<file path="src/rtl/adder_result_accumulator.sv">
// Accumulates a programmed number of valid-qualified adder results ({cout,sum})
// into a saturating accumulator and flags completion with a one-cycle pulse.
module adder_result_accumulator #(
  parameter int DATA_W = 4,
  parameter int ACC_W  = 8,
  parameter int CNT_W  = 4
) (
  input  logic              clk,
  input  logic              rst,
  input  logic              start,
  input  logic [CNT_W-1:0]  num_samples,
  input  logic              in_valid,
  input  logic [DATA_W-1:0] sum,
  input  logic              cout,
  output logic              busy,
  output logic [CNT_W-1:0]  sample_cnt,
  output logic [ACC_W-1:0]  acc_out,
  output logic              acc_valid,
  output logic              overflow
);

  typedef enum logic [1:0] {
    S_IDLE,
    S_ACCUM,
    S_DONE
  } state_t;

  state_t             r_state;
  state_t             w_nextState;
  logic [CNT_W-1:0]   r_target;
  logic [CNT_W-1:0]   w_targetNext;
  logic [CNT_W-1:0]   r_cnt;
  logic [CNT_W-1:0]   w_cntNext;
  logic [CNT_W-1:0]   w_cntInc;
  logic [ACC_W-1:0]   r_acc;
  logic [ACC_W-1:0]   w_accNext;
  logic               r_ovf;
  logic               w_ovfNext;
  logic               r_busy;
  logic               r_valid;
  logic [ACC_W-1:0]   w_sample;
  logic [ACC_W:0]     w_sumWide;

  // One extra bit on the add exposes the carry used to detect saturation.
  assign w_sample  = {{(ACC_W-DATA_W-1){1'b0}}, cout, sum};
  assign w_sumWide = {1'b0, r_acc} + {1'b0, w_sample};
  assign w_cntInc  = r_cnt + CNT_W'(1);

  always_comb begin
    w_nextState  = r_state;
    w_targetNext = r_target;
    w_cntNext    = r_cnt;
    w_accNext    = r_acc;
    w_ovfNext    = r_ovf;
    case (r_state)
      S_IDLE: begin
        if (start) begin
          w_accNext = '0;
          w_cntNext = '0;
          w_ovfNext = 1'b0;
          if (num_samples != '0) begin
            w_targetNext = num_samples;
            w_nextState  = S_ACCUM;
          end else begin
            w_nextState  = S_DONE;
          end
        end
      end
      S_ACCUM: begin
        if (in_valid) begin
          w_cntNext = w_cntInc;
          if (w_sumWide[ACC_W]) begin
            w_accNext = '1;
            w_ovfNext = 1'b1;
          end else begin
            w_accNext = w_sumWide[ACC_W-1:0];
          end
          if (w_cntInc == r_target) begin
            w_nextState = S_DONE;
          end
        end
      end
      S_DONE: begin
        w_nextState = S_IDLE;
      end
      default: begin
        w_nextState = S_IDLE;
      end
    endcase
  end

  // busy and acc_valid are registered from the state being entered.
  always_ff @(posedge clk) begin
    if (rst) begin
      r_state  <= S_IDLE;
      r_target <= '0;
      r_cnt    <= '0;
      r_acc    <= '0;
      r_ovf    <= 1'b0;
      r_busy   <= 1'b0;
      r_valid  <= 1'b0;
    end else begin
      r_state  <= w_nextState;
      r_target <= w_targetNext;
      r_cnt    <= w_cntNext;
      r_acc    <= w_accNext;
      r_ovf    <= w_ovfNext;
      r_busy   <= (w_nextState == S_ACCUM);
      r_valid  <= (w_nextState == S_DONE);
    end
  end

  assign busy       = r_busy;
  assign sample_cnt = r_cnt;
  assign acc_out    = r_acc;
  assign acc_valid  = r_valid;
  assign overflow   = r_ovf;

endmodule
</file>
<file path="config.mk">
export PLATFORM = sky130hd
export DESIGN_NAME = adder_result_accumulator
export DESIGN_NICKNAME = d
export VERILOG_FILES = /design/src/rtl/adder_result_accumulator.sv
export SDC_FILE = /design/constraint.sdc
export NUM_CORES = 1
export LEC_CHECK = 0
export CORE_ASPECT_RATIO = 0.8
export CORE_MARGIN = 3
export CORE_UTILIZATION = 44
export CTS_CLUSTER_DIAMETER = 30
export DETAILED_ROUTE_END_ITERATION = 10
export GPL_TIMING_DRIVEN = 1
export PLACE_DENSITY = 0.79
export SYNTH_ARGS = -nofsm -noshare
export SYNTH_HDL_FRONTEND = slang
export SYNTH_SLANG_ARGS = --single-unit
</file>
<file path="constraint.sdc">
create_clock -name clk -period 2.2 [get_ports clk]
set_clock_uncertainty 0.1 [all_clocks]
set_input_delay 0.66 -clock clk [delete_from_list [all_inputs] [get_ports clk]]
set_output_delay 0.66 -clock clk [all_outputs]
set_load 0.005 [all_outputs]
</file>
# After elaboration in Yosys (flattened, before gate mapping)
# Index checks and enable logic that the tools add are counted.
word_totals:
  regBits: 21
  in_bits: 13
  out_inout_bits: 15
  word_cells: 38
classes:
  n_addsub: 2
  eq_ne: 7
  muxes: 16
  reduce_logical: 6
op_table:
  columns: ["operator", "n"]
  rows:
  - ["2-to-1 mux 8 bit", 3]
  - ["one-hot mux 8 bit (2 select lines)", 1]
  - ["adder 8 x 5 -> 9 bit", 1]
  - ["2-to-1 mux 2 bit", 4]
  - ["2-to-1 mux 4 bit", 2]
  - ["one-hot mux 4 bit (2 select lines)", 1]
  - ["inequality test 2 bit, second input constant", 3]
  - ["AND reduction 3 bit", 2]
  - ["adder 4 x 1 -> 4 bit, second input constant", 1]
  - ["equality test 2 x 1 -> 1 bit, second input constant", 2]
  - ["equality test 4 bit", 1]
  - ["one-hot mux 2 bit (2 select lines)", 1]
  - ["AND reduction 4 bit", 1]
  - ["nonzero test 4 bit", 1]
  - ["2-to-1 mux 1 bit", 3]
  - ["equality test 2 bit, second input constant", 1]
  - ["zero test 2 bit", 1]
  - ["one-hot mux 1 bit (2 select lines)", 1]
  - ["nonzero test 2 bit", 1]

# Depth between registers and ports, before layout
# Gate-level depths: netlist (run 1).
depth:
  depth_word: 6
  depth_mapped: 6
  ltp_nobuf: 6

# Worst setup path after synthesis (run 1)
# No wires, ideal clock.
synth_timing:
  path_type: "input-to-reg"
  start: "input port sum[0]"
  end: "register r_acc[4] (netlist: acc_out[4])"
  setup_ns: 0.128
  t_arrival_ns: 2.151
  t_required_ns: 1.972
  slack_ns: -0.179
  stages: 6
  n_path_buf: 0
  path_cell_list: "ha_1 -> fa_1 -> a211o_1 -> a221o_1 -> a32oi_1 -> nor2_1"
synth_between:
  elab_chain_cells: 4
synth_rtl:
  columns: ["element", "line_no", "source"]
  rows:
  - ["start: declaration", "13", "input logic [DATA_W-1:0] sum,"]
  - ["adder 8 x 5 -> 9 bit", "46", "assign w_sumWide = {1'b0, r_acc} + {1'b0, w_sample};"]
  - ["2-to-1 mux 8 bit", "72", "if (w_sumWide[ACC_W]) begin"]
  - ["2-to-1 mux 8 bit", "70", "if (in_valid) begin"]
  - ["one-hot mux 8 bit (2 select lines)", "55", "case (r_state)"]
  - ["end signal: assignment", "106", "r_acc <= w_accNext;"]
  - ["end: declaration", "35", "logic [ACC_W-1:0] r_acc;"]
# Every way passes these cells. The select of a mux whose other input is x is not followed.
# A chain may end at the register's enable or synchronous reset.

# Final worst setup path (run 1)
layout_timing:
  start: "register r_acc[5] (netlist: acc_out[5])"
  end: "output port acc_out[5]"
layout_lines:
  columns: ["element", "line_no", "source"]
  rows:
  - ["end: declaration", "17", "output logic [ACC_W-1:0] acc_out,"]
# No word-level cell between the ends.

==> flow_metrics.tcl, run 1 <==
set metrics [dict create \
    status "finished clean" \
    worstPathMaxFanout 8 \
    port_buffers 27 \
    synth_edf_count 0 \
    synth_nets 150 \
    drt_iter0_drc 99 \
    n_fill_cell 200 \
    drc_errors 0 \
    place_congestion 0.830 \
    num_vias 1178 \
    powerDensity_nw_per_um2 485 \
    htreeDepth 1 \
    final.setup.tns_ns 0 \
    nets 190 \
    via_per_inst 5.75 \
    grt_pass1_wl_um 5450 \
    grt.total_usage_pct 20.7 \
    clock_path_buffers 2 \
    grt_max_degree 20 \
    pre_cts_slack_ns -0.594 \
    synth_top_area_cell "dfxtp_1" \
    cpLargestDelayFamily "buffers and inverters" \
    peakVddDrop_mv 0.309 \
    dp_hpwl_um 2470 \
    holdWs_ns 0.435 \
    path_cells "clkdlybuf4s50_1" \
    ys_ff_latch 21 \
    place_area_um2 1570 \
    path_depth 1 \
    hold_violations 0 \
    cts_buffers 3 \
    wirelength_um 3320 \
    min_period_ns 2.14 \
    slew_viol_final 0 \
    rows 16 \
    rr_worst_depth 6 \
    slowest_delay_ns 0.56 \
    root_buffer "clkbuf_4" \
    hp-class "reg -> reg" \
    fin_cells 205 \
    yosys-top-cells-area "dfxtp_1 36%, ha_1 6.4%, a21oi_1 5.5%" \
    synth.most_common_cell "dfxtp_1" \
    crit_required_ns 1.44 \
    finalCritPeriodShare_pct 97.5 \
    grt_setup_unrepaired "false" \
    drv_cap 0 \
    cp_slowest_cell "clkdlybuf4s50_1" \
    clock.fmax_ghz 0.466 \
    ant_nets 0 \
    leakage_nw 0.653 \
    final_util_pct 65.8 \
    first_global_vias 1178 \
    ys_types 47 \
    die_x_um 63.8 \
    antennaDiodeCount 0 \
    globalRouteOverflowTotal 0 \
    clk_latency_ns 0.31 \
    worst_pin_slew_ns 0.366 \
    routedWlPerCell_um 16.2 \
    clock-sinks 21 \
    synth_area_per_cell_um2 9.05 \
    die_area_um2 3330 \
    synth-main-ff-cell "dfxtp_1" \
    final_area_um2 1650 \
    core_um2 2500 \
    yosysWarnings 0 \
    synth-seq-area-share_pct 35.7 \
    setup_violations 0 \
    hold_depth 2 \
    cts_tree "built" \
    cp.arrival_ns 1.38 \
    yosysTopAreaCellShare_pct 35.7 \
    initial_core_util_pct 47.0 \
    startpoint_type "register" \
    die_h_um 52.2 \
    slew_headroom_pct 75.4 \
    power_mw 0.798 \
    ios 28 \
    syn_area_um2 1180 \
    worst-setup-path-type "reg -> out" \
    synthCells 130 \
    critical_path_buf_inv_count 1 \
    synth_common_cells "21 x dfxtp_1, 15 x nor2_1, 13 x a21oi_1, 7 x nand2_1" \
    placed_cells 200 \
    worstSetupEndpointType "primary output" \
    setup_ws_ns 0.0558 \
    layout-drive-gt1-share_pct 18.3 \
    clk_pin_slew_ns 0.12 \
    firstDrtPassIters 4 \
    antenna_found_initial 0 \
    area_delta_synth_final_pct 40.0 \
    ctsHoldBuffers 0 \
    async_reset_ff_share_pct 0 \
]
## timing repair
item	4_1_cts	5_1_grt
resized for setup	7	6
pin swaps	7	5
cloned	0	0
setup endpoints to repair	9	5
setup buffers	1	0
## placed cells by master, fill, tap and decap left out, types with 3 or more instances in the layout
master / synthesis / routed
a21oi_1: 13 / 13
a22oi_1: 4 / 4
buf_4: 1 / 12
clkbuf_4: 0 / 3
clkdlybuf4s50_1: 0 / 24
dfxtp_1: 21 / 21
ha_1: 6 / 4
inv_1: 3 / 3
nand2_1: 7 / 7
nand3_1: 6 / 6
nor2_1: 15 / 15
xnor2_1: 5 / 5
## state kept, by name (all words and copies together), names as in the netlist
signal      flops
busy            1
acc_valid       1
sample_cnt      4
overflow        1
acc_out         8
r_target        4
r_state         2
## report_power, final
part / switching (mW) / internal (mW)
clock network: 0.122 / 0.0680
logic: 0.0952 / 0.0991
registers: 0.0183 / 0.396
## cell families (layout without fill, tap and decap cells)
group                      Yosys count  after routing  share of synthesized area (%)
DFF                                 21             21                           35.7
and+or+nand+nor                     45             45                           21.8
buffers and inverters                7             46                           2.66
adders and majority gates            7              7                           8.09
AOI/OAI and AO/OA                   43             43                           26.5
xor gates and xnor gates             7              7                           5.21
## per-layer routing
layer | global-route usage, % | wire length (um)
met5 | 0 | 0
met4 | 6.81 | 53
met1 | 28.2 | 1560
met2 | 32.4 | 1530
met3 | 4.72 | 176
## worst paths after layout
kind	startpoint	endpoint	slack, ns
setup / recovery	acc_out[5]	acc_out[5]	0.06
hold / removal	overflow	overflow	0.44
setup reg to reg	acc_out[0]	acc_out[6]	0.17
hold reg to reg	overflow	overflow	0.44
## cell type report
type	instances	area, um2	area share (%)
tap	36	45.0	2.74
sequential	21	420	25.5
clock inverter	1	5.00	0.304
multi-input combinational	102	785	47.6
inverter	3	11.3	0.684
timing repair buffer	39	358	21.7
clock buffer	3	22.5	1.37
No activity file was read; power rests on OpenSTA's default activity.
==> run 2, diff against run 1 <==
- CELL_PAD_IN_SITES_DETAIL_PLACEMENT: unset -> 1
- CELL_PAD_IN_SITES_GLOBAL_PLACEMENT: unset -> 1
- CORE_UTILIZATION: 44 -> 33
- HOLD_SLACK_MARGIN: unset -> 0.05
- TNS_END_PERCENT: unset -> 30
==> run 2 against run 1 <==
First-iteration DRC count fell by 19%. Worst setup slack lost 0.0014 ns. Combinational power grew 4%. Count of clock-buffer cells in the layout did not move. Sequential power hardly changed. Via count is 1.5% lower. Cell count rose by 1.5%. Largest power group unchanged.
==> flow_metrics.tcl, run 2 (synthesis results as in run 1) <==
set metrics [dict create \
    startpoint_type "input port" \
    leakage_nw 0.660 \
    firstDrtPassIters 4 \
    clk_pin_slew_ns 0.08 \
    final_cell_mix "23 x clkdlybuf4s50_1, 21 x dfxtp_1, 15 x nor2_1" \
    place_congestion 0.833 \
    status "finished clean" \
    globalRouteOverflowTotal 0 \
    wirelength_um 3630 \
    n_fill_cell 381 \
    die_area_um2 4320 \
    slew_viol_final 0 \
    ant_nets 0 \
    crit_required_ns 2.25 \
    ios 28 \
    setup_violations 0 \
    root_buffer "clkbuf_8" \
    final_common_cell "clkdlybuf4s50_1" \
    finalCritPeriodShare_pct 97.5 \
    drv_cap 0 \
    slew_headroom_pct 74.9 \
    port_buffers 27 \
    cts_buffers 3 \
    die_x_um 72.7 \
    hp-class "reg -> reg" \
    num_vias 1160 \
    min_period_ns 2.15 \
    worst-setup-path-type "in -> reg" \
    antenna_found_initial 0 \
    routedWlPerCell_um 17.4 \
    fin_cells 208 \
    hold_depth 2 \
    grt_pass1_wl_um 6170 \
    setup_ws_ns 0.0544 \
    grt.total_usage_pct 18.4 \
    cts_tree "built" \
    pre_cts_slack_ns -0.580 \
    clock_path_buffers 2 \
    first_global_vias 1242 \
    placed_cells 204 \
    largest_reg_flops 8 \
    drt_iter0_drc 80 \
    layout-drive-gt1-share_pct 20.2 \
    clock-sinks 21 \
    place_area_um2 1570 \
    final_area_um2 1690 \
    die_h_um 59.4 \
    nets 189 \
    grt_max_degree 20 \
    antennaDiodeCount 0 \
    cp.arrival_ns 2.20 \
    clock.fmax_ghz 0.466 \
    peakVddDrop_mv 0.274 \
    worst_pin_slew_ns 0.375 \
    htreeDepth 1 \
    rr_worst_depth 6 \
    grt_setup_unrepaired "false" \
    hold_violations 0 \
    area_delta_synth_final_pct 44.0 \
    rows 18 \
    final_util_pct 52.2 \
    core_um2 3240 \
    clk_latency_ns 0.26 \
    powerDensity_nw_per_um2 515 \
    post_cts_buffers 0 \
    worstSetupEndpointType "register" \
    drc_errors 0 \
    via_per_inst 5.58 \
    initial_core_util_pct 36.3 \
    dp_hpwl_um 2750 \
    worstPathMaxFanout 4 \
]
-- run 2: cell type report --
cell class                 count  area, um2  share of cell area (%)
multi-input combinational    102        816                    48.2
sequential                    21        420                    24.8
timing repair buffer          38        350                    20.7
tap                           40       50.0                    2.95
clock buffer                   3       41.3                    2.44
inverter                       3       11.3                   0.665
clock inverter                 1       5.00                   0.295
-- run 2: worst max-delay path: stages --
cell and delay [ns]:
buf_6 0.10, ha_4 0.15, fa_2 0.35, a211o_4 0.37, a221o_1 0.32, a32oi_1 0.19
nor2_1 0.06
-- run 2: repair_timing --
item	in CTS	in global routing
hold endpoints to repair	0	0
gates resized for setup	14	7
endpoints found under the setup margin	9	9
hold buffers	0	0
pin swaps	7	7
-- run 2: path summary, 6_finish.rpt --
| check | from | slack [ns] | to |
|---|---|---|---|
| max | sum[0] | 0.05 | acc_out[4] |
| min | sample_cnt[1] | 0.43 | sample_cnt[1] |
| max reg2reg | acc_out[0] | 0.17 | acc_out[4] |
| min reg2reg | sample_cnt[1] | 0.43 | sample_cnt[1] |
-- run 2: where the power goes --
part | switching, mW | total [mW] | internal (mW)
Clock | 0.132 | 0.259 | 0.126
Combinational | 0.0984 | 0.201 | 0.103
Sequential | 0.0183 | 0.414 | 0.395
Total | 0.249 | 0.873 | 0.624
-- run 2: per-layer routing --
layer / vias to the layer above / wire length [um] / global-route usage, %
met5: - / 0 / 0
met4: 0 / 19 / 3.95
met3: 2 / 91 / 3.39
met2: 26 / 1700 / 28.7
met1: 556 / 1820 / 26.6
li1: 576 / - / -
-- run 2: metrics by stage --
step / hold WS, ns / power [mW] / TNS (ns)
3_5_place_dp: 0.414 / 0.607 / -4.88
3_3_place_gp: 0.382 / 0.599 / -4.52
2_1_floorplan: 0.377 / 0.520 / -0.0138
5_1_grt: 0.449 / 0.921 / 0
6_report: 0.426 / 0.873 / 0
4_1_cts: 0.432 / 0.875 / -0.0125
